### src/rtl/audio_mixer_sd.sv
// Time-multiplexed N-channel 1-bit audio mixer with per-channel gain registers,
// driving a first-order sigma-delta DAC bitstream.
module audio_mixer_sd #(
  parameter  int NCH = 4,
  parameter  int GW  = 4,
  localparam int SW  = GW + $clog2(NCH + 1)
) (
  input  logic           clk_sys,
  input  logic           RESET,
  input  logic           ce,
  input  logic [NCH-1:0] ch_in,
  input  logic [2:0]     addr,
  input  logic           we_n,
  input  logic [7:0]     idata,
  output logic [7:0]     odata,
  output logic           busy,
  output logic [SW-1:0]  sample,
  output logic           audio_out
);

  localparam int IW = (NCH > 1) ? $clog2(NCH) : 1;
  localparam logic [IW-1:0] IDX_LAST = IW'(NCH - 1);

  typedef enum logic [1:0] {IDLE, SUM, LOAD} state_t;

  state_t           state_q, state_d;
  logic [NCH-1:0]   snap_q, snap_d;
  logic [SW-1:0]    acc_q, acc_d;
  logic [IW-1:0]    idx_q, idx_d;
  logic [GW-1:0]    gain_q [NCH];
  logic [GW-1:0]    gain_d [NCH];
  logic             mute_q, mute_d;
  logic             ovr_q, ovr_d;
  logic             busy_q, busy_d;
  logic [SW-1:0]    sample_q, sample_d;
  logic [SW-1:0]    sd_acc_q, sd_acc_d;
  logic             aout_q, aout_d;
  logic             ce_ovr;

  function automatic logic [SW-1:0] gain_ext(input logic [GW-1:0] g);
    return {{(SW-GW){1'b0}}, g};
  endfunction

  always_comb begin
    state_d  = state_q;
    snap_d   = snap_q;
    acc_d    = acc_q;
    idx_d    = idx_q;
    gain_d   = gain_q;
    mute_d   = mute_q;
    ovr_d    = ovr_q;
    busy_d   = busy_q;
    sample_d = sample_q;
    ce_ovr   = 1'b0;

    case (state_q)
      IDLE: begin
        if (ce) begin
          snap_d  = ch_in;
          acc_d   = '0;
          idx_d   = '0;
          busy_d  = 1'b1;
          state_d = SUM;
        end
      end
      SUM: begin
        ce_ovr = ce;
        if (snap_q[idx_q]) acc_d = acc_q + gain_ext(gain_q[idx_q]);
        idx_d = idx_q + 1'b1;
        if (idx_q == IDX_LAST) state_d = LOAD;
      end
      LOAD: begin
        ce_ovr   = ce;
        sample_d = mute_q ? '0 : acc_q;
        busy_d   = 1'b0;
        state_d  = IDLE;
      end
      default: state_d = IDLE;
    endcase

    // Register writes land after the SUM read above, so a same-cycle write uses the old gain.
    if (!we_n) begin
      for (int i = 0; i < NCH; i++)
        if (addr == 3'(i)) gain_d[i] = idata[GW-1:0];
      if (addr == 3'd7) begin
        mute_d = idata[0];
        if (idata[7]) ovr_d = 1'b0;
      end
    end
    if (ce_ovr) ovr_d = 1'b1;

    {aout_d, sd_acc_d} = {1'b0, sd_acc_q} + {1'b0, sample_q};
  end

  always_comb begin
    odata = 8'h00;
    for (int i = 0; i < NCH; i++)
      if (addr == 3'(i)) odata[GW-1:0] = gain_q[i];
    if (addr == 3'd7) odata = {ovr_q, 5'b0, busy_q, mute_q};
  end

  always_ff @(posedge clk_sys) begin
    if (!RESET) begin
      state_q  <= IDLE;
      snap_q   <= '0;
      acc_q    <= '0;
      idx_q    <= '0;
      for (int i = 0; i < NCH; i++) gain_q[i] <= '1;
      mute_q   <= 1'b0;
      ovr_q    <= 1'b0;
      busy_q   <= 1'b0;
      sample_q <= '0;
      sd_acc_q <= '0;
      aout_q   <= 1'b0;
    end else begin
      state_q  <= state_d;
      snap_q   <= snap_d;
      acc_q    <= acc_d;
      idx_q    <= idx_d;
      gain_q   <= gain_d;
      mute_q   <= mute_d;
      ovr_q    <= ovr_d;
      busy_q   <= busy_d;
      sample_q <= sample_d;
      sd_acc_q <= sd_acc_d;
      aout_q   <= aout_d;
    end
  end

  assign busy      = busy_q;
  assign sample    = sample_q;
  assign audio_out = aout_q;

endmodule
### config.mk
export PLATFORM = sky130hd
export DESIGN_NAME = audio_mixer_sd
export DESIGN_NICKNAME = d
export VERILOG_FILES = /design/src/rtl/audio_mixer_sd.sv
export SDC_FILE = /design/constraint.sdc
export NUM_CORES = 1
export LEC_CHECK = 0
export CAP_MARGIN = 30
export CELL_PAD_IN_SITES_DETAIL_PLACEMENT = 1
export CELL_PAD_IN_SITES_GLOBAL_PLACEMENT = 1
export CORE_ASPECT_RATIO = 1.75
export CORE_MARGIN = 3
export CORE_UTILIZATION = 35
export CTS_BUF_LIST = sky130_fd_sc_hd__clkbuf_4
export CTS_CLUSTER_DIAMETER = 200
export DETAILED_ROUTE_END_ITERATION = 6
export GPL_ROUTABILITY_DRIVEN = 1
export GPL_TIMING_DRIVEN = 0
export PLACE_DENSITY = 0.78
export SETUP_SLACK_MARGIN = 0.15
export SLEW_MARGIN = 25
export SYNTH_ARGS = -nofsm -noshare
export SYNTH_HDL_FRONTEND = slang
export SYNTH_SLANG_ARGS = --single-unit
### constraint.sdc
create_clock -name clk_sys -period 7.18 [get_ports clk_sys]
set_clock_uncertainty 0.2 [all_clocks]
set_input_delay 1.436 -clock clk_sys [delete_from_list [all_inputs] [get_ports clk_sys]]
set_output_delay 1.436 -clock clk_sys [all_outputs]
set_load 0.01 [all_outputs]
Yosys cells after proc, flatten, opt, wreduce, memory -nomap -nowiden:

Index checks and enable logic that the tools add are counted.

* eq/ne operators: 11
* magnitude comparators: 2
* bitwise operators: 2
* muxes and demuxes: 26
* reductions and logical operators: 18
* $add $sub $neg: 3

Operators with widths (count)
* $mux 4: 6
* $mux 7: 3
* $reduce_and 2->1: 9
* $pmux 7 s2: 1
* $add 7x7->8: 1
* $bmux 4 s2: 1
* $mux 8: 1
* $pmux 2 s2: 2
* $reduce_bool 2->1: 4
* $add 7x4->7: 1
* $mux 1: 7
* $eq 3x2->1 const B: 2
* $mux 2: 3
* $ne 2x2->1 const B: 3
* $reduce_and 3->1: 2
* $eq 2x2->1 const B: 2
* $eq 3x1->1 const B: 1
* $eq 3x3->1 const B: 1
* $ge 3x3->1 const B: 1
* $logic_not 3->1: 1
* $lt 2x3->1 const B: 1
* $not 2->3: 1
* $add 2x1->2 const B: 1
* $bmux 1 s2: 1
* other kinds (6): 6

* bits of input ports: 19
* register bits after elaboration: 49
* output and inout port bits: 17

Logic depth before layout (Yosys ltp):

Gate-level depths: netlist of the first run.

* word-level depth: 7
* depth in mapped cells: 8

Least setup slack after synthesis of the first run:

No wires, ideal clock.

* kind: input-to-output
* from: in addr[1]
* to: out odata[0]
* stages on the path: 4
* arrival time: 2235 ps
* required time: 5544 ps
* setup slack: 3309 ps
* buffers on the path: 1
* path through: clkbuf_1 -> mux4_2 -> inv_1 -> o21ai_0

* cells in the longest elaborated chain, start to end: 6

Ends and longest elaborated chain
* start: declaration: line 12 `input logic [2:0] addr,`
* $logic_not 3->1: line 98 `if (addr == 3'(i)) odata[GW-1:0] = gain_q[i];`
* $mux 4 (4 in series): line 98
* $mux 8 *: line 99 `if (addr == 3'd7) odata = {ovr_q, 5'b0, busy_q, mute_q};`
* end: declaration: line 15 `output logic [7:0] odata,`

Every way passes the cells marked *; elsewhere a longest branch is shown, timed or not.

Final worst setup path of the first run:

* from: in addr[0]
* to: out odata[3]

The elaborated chain is that of the path after synthesis.

==> results of run 1 <==
## per-stage QoR
| stage | hold WS, ns | std cells |
|---|---|---|
| 2_1_floorplan | 0.233 | 278 |
| 3_3_place_gp | 0.247 | 388 |
| 3_5_place_dp | 0.257 | 388 |
| 4_1_cts | 0.277 | 396 |
| 5_1_grt | 0.310 | 396 |
| 6_report | 0.269 | 396 |
## registers in the layout, summed over array words and instances (netlist names)
| register | cells |
|---|---|
| gain_q | 16 |
| sd_acc_q | 7 |
| busy | 1 |
| state_q | 2 |
| sample | 7 |
| idx_q | 2 |
| ovr_q | 1 |
| acc_q | 7 |
| audio_out | 1 |
| snap_q | 4 |
| mute_q | 1 |
## cell families after synthesis
logic type,count (synthesis)
adder cells (fa/ha/maj),17
AO/OA/AOI/OAI,56
AND/OR/NAND/NOR,97
flip-flops,49
XOR/XNOR,4
buffers and inverters,28
other,1
multiplexers,24
## layout make-up
type	instances	area (um^2)
clock buffers	5	37.5
repair buffers	26	260
inverters	11	41.3
fillers	833	4040
plain buffers	17	87.6
flip-flops and latches	49	981
multi-input cells	201	1490
well taps	84	105
clock inverters	3	12.5
## layer usage
metal | track usage [%] | wire [um] | vias up
met3 | 2.60 | 181 | 11
met1 | 16.7 | 2510 | 1037
li1 | - | - | 1059
met2 | 30.9 | 3630 | 37
met4 | 6.82 | 138 | 0
met5 | 0 | 0 | -
## worst max path at each step
stage / depth (start not counted) / endpoint
after CTS: 5 / odata[3]
after global placement: 5 / odata[3]
after floorplan: 4 / odata[0]
final: 5 / odata[3]
after detailed placement: 5 / odata[3]
after global routing: 5 / odata[3]
## critical path, delay by kind of cell
family | cells | cell delay [ns]
buffers and inverters | 3 | 1.33
multiplexers | 1 | 0.50
AND/OR/NAND/NOR | 1 | 0.16
## power by group through the flow
stage / combinational [mW] / clock [mW] / sequential (mW)
2_1_floorplan: 0.0502 / 0 / 0.290
6_report: 0.0781 / 0.126 / 0.286
3_3_place_gp: 0.0765 / 0 / 0.291
4_1_cts: 0.0795 / 0.133 / 0.286
5_1_grt: 0.0874 / 0.139 / 0.287
3_5_place_dp: 0.0790 / 0 / 0.292
## placed cells by master (no fill, tap or decap), drive strengths merged, types with 3 or more instances in the layout
master         count
conb               3
inv               10
nor2b              3
nand3             13
a21o               3
a21oi             23
clkdlybuf4s50     26
dfxtp             49
nand4              3
ha                15
nand2b             8
mux4               9
and2               3
clkbuf            16
buf                6
mux2i             14
nand3b            10
nor2              13
nand2             33
or3                3
clkinv             4
o21ai             11
==> metrics, run 1 <==
Post-Syn Area=around 0.0026 mm^2; CP Launch Point=addr[0]; vias per inst=5.41; switching pwr=139 uW; largest family of logic cells by synthesized area=simple AND/OR/NAND/NOR gates; Flop pwr share=58.3%; number of hold-slack violations in the final timing report=0; DR vias=2,144; nets=347; Syn Inst Count=about 280; Highest Clock Rate=197 MHz; CTS buffer count=5; max capacitance violation total=0; most frequent CP cell=clkdlybuf4s50_1; DIE AREA=0.00853 mm^2; CP Max Fanout=10; CP Cell Sequence=clkdlybuf4s50_1 -> buf_4 -> mux4_2 -> nor2b_1 -> clkdlybuf4s50_1; level count of the clock H-tree=2; setup TNS=0 ns; Reg clk slew, reported paths=0.13 ns; worst r2r path cells=8; GRT Total Usage=between 10% and 20%; RSZ-0062 raised after global routing=no; Cell Area, Placed=around 0.0030 mm^2; outcome=finished clean; Hold Path Origin=snap_q[2]; Setup WS pre-CTS=2.08 ns; Main synth FF type=dfxtp_1; crit path kind=primary input to output pin; worst path required time=5.54 ns; Hold EP=snap_q[2]; # diodes=0; worst skew pair latency=0.38 ns; worst stage delay on the critical path=0.60 ns; Netlist cell types=just under 50; Seq/Total Area, Yosys=37.8%; clock root cell=clkbuf_4; clk buf depth=2; flop-to-flop setup slack=4.41 ns; Sw Share=between 20 and 30%; top-level port count=36; hold buffers post-CTS=0; yosys warns=0; Die Wd=71.1 um; GR Overflow Total=0; post-layout util=42.8%; CTS tree=done; Layout area overhead=16.3%; vias in the first global route=2,290; Synth area leaders=dfxtp_1 (38%), ha_1 (7.2%), mux2i_1 (5.4%); Hold Path Cell Cnt=2; first-pass GRT wire length=10,900 um; fin crit share=70.6%; total power=between 400 and 500 uW; area leader, netlist=dfxtp_1; routed len/inst=~16 um; commonest cells in the netlist=dfxtp_1 (49), nand2_1 (33), a21oi_1 (23), ha_1 (15), mux2i_1 (14); Post-synth ARST share=0%; final setup vio count=0; Cell Int Power=350 uW; num rows=40; most common cell in the netlist=dfxtp_1; fin crit period=5.07 ns; drt pass-1 iters=4; Rel. slew slack=37.6%; Startpoint Class=primary input; Worst R2R End=acc_q[6]; CP Capture Type=output pin; WL final=6460 um; Simple-Gate Fraction of Synth Area=between 10% and 20%; DRC Markers=0; DIE HEIGHT=120 um; routability cong.=0.804; worst hold-check path type=flip-flop to flip-flop; Clock power frac=25.7%; Yosys reg bits=49; post-route ant nets=0; Leakage=1.11 nW; slowest stage cell, crit path=clkdlybuf4s50_1; Initial DRC Count=70; EDFF count, synth=0; worst-margin pin slew=0.929 ns; setup slack after layout=2.11 ns; design area=0.00302 mm^2; Synth Area in Adders=8.77%; Post-CTS Resized=0; Synth Area in XOR/XNOR=1.35%; layout cells sized above 1=7.05%; Syn Area/Cell=approximately 9.4 um^2; Buffers on Ports=26; Synth top area share=37.8%; Sink Count=slightly below 50; pwr dens=162 mW/mm^2; multiplexer share of the synthesized area=14.1%; complex-gate fraction of the synthesized area=13.4%; initial core utilization=between 30% and 40%; core area=a little over 0.007 mm^2; largest net degree at the start of global routing=15; setup bufs post-CTS=0; CP arrival=3.44 ns; initial antenna violation count=0; Comb pwr share=15.9%; max-slew violations=0; maximum VDD drop=0.0937 mV; worst reg2reg path startpoint=idx_q[0]; hpwl dp=roughly 5100 um
Power figures use the tool's default switching activity.
==> run 2, diff against run 1 <==
clock period = 4.7 ns   (was 7.18 ns; I/O delays follow)
==> results of run 2 <==
Same layout as run 1 (identical final DEF). Status: finished clean.
Main changes from that run: setup slack after placement 2.08 ns -> 0.590 ns; setup slack after layout 2.11 ns -> 0.621 ns; register-to-register setup slack 4.41 ns -> 1.93 ns; total power 0.490 mW -> 0.748 mW; worst IR drop on VDD 0.0937 mV -> 0.143 mV
==> run 3, diff against run 2 <==
==> constraint.sdc (replaced) <==
create_clock -name clk_sys -period 4.7 [get_ports clk_sys]
set_clock_uncertainty 0.2 [all_clocks]
set_input_delay 0.705 -clock clk_sys [delete_from_list [all_inputs] [get_ports clk_sys]]
set_output_delay 0.705 -clock clk_sys [all_outputs]
set_load 0.01 [all_outputs]
==> results of run 3 <==
Same layout as run 1 (identical final DEF). Status: finished clean.
Main changes from that run: setup slack after placement 2.08 ns -> 1.06 ns; setup slack after layout 2.11 ns -> 1.09 ns; register-to-register setup slack 4.41 ns -> 1.93 ns; total power 0.490 mW -> 0.748 mW; worst IR drop on VDD 0.0937 mV -> 0.143 mV
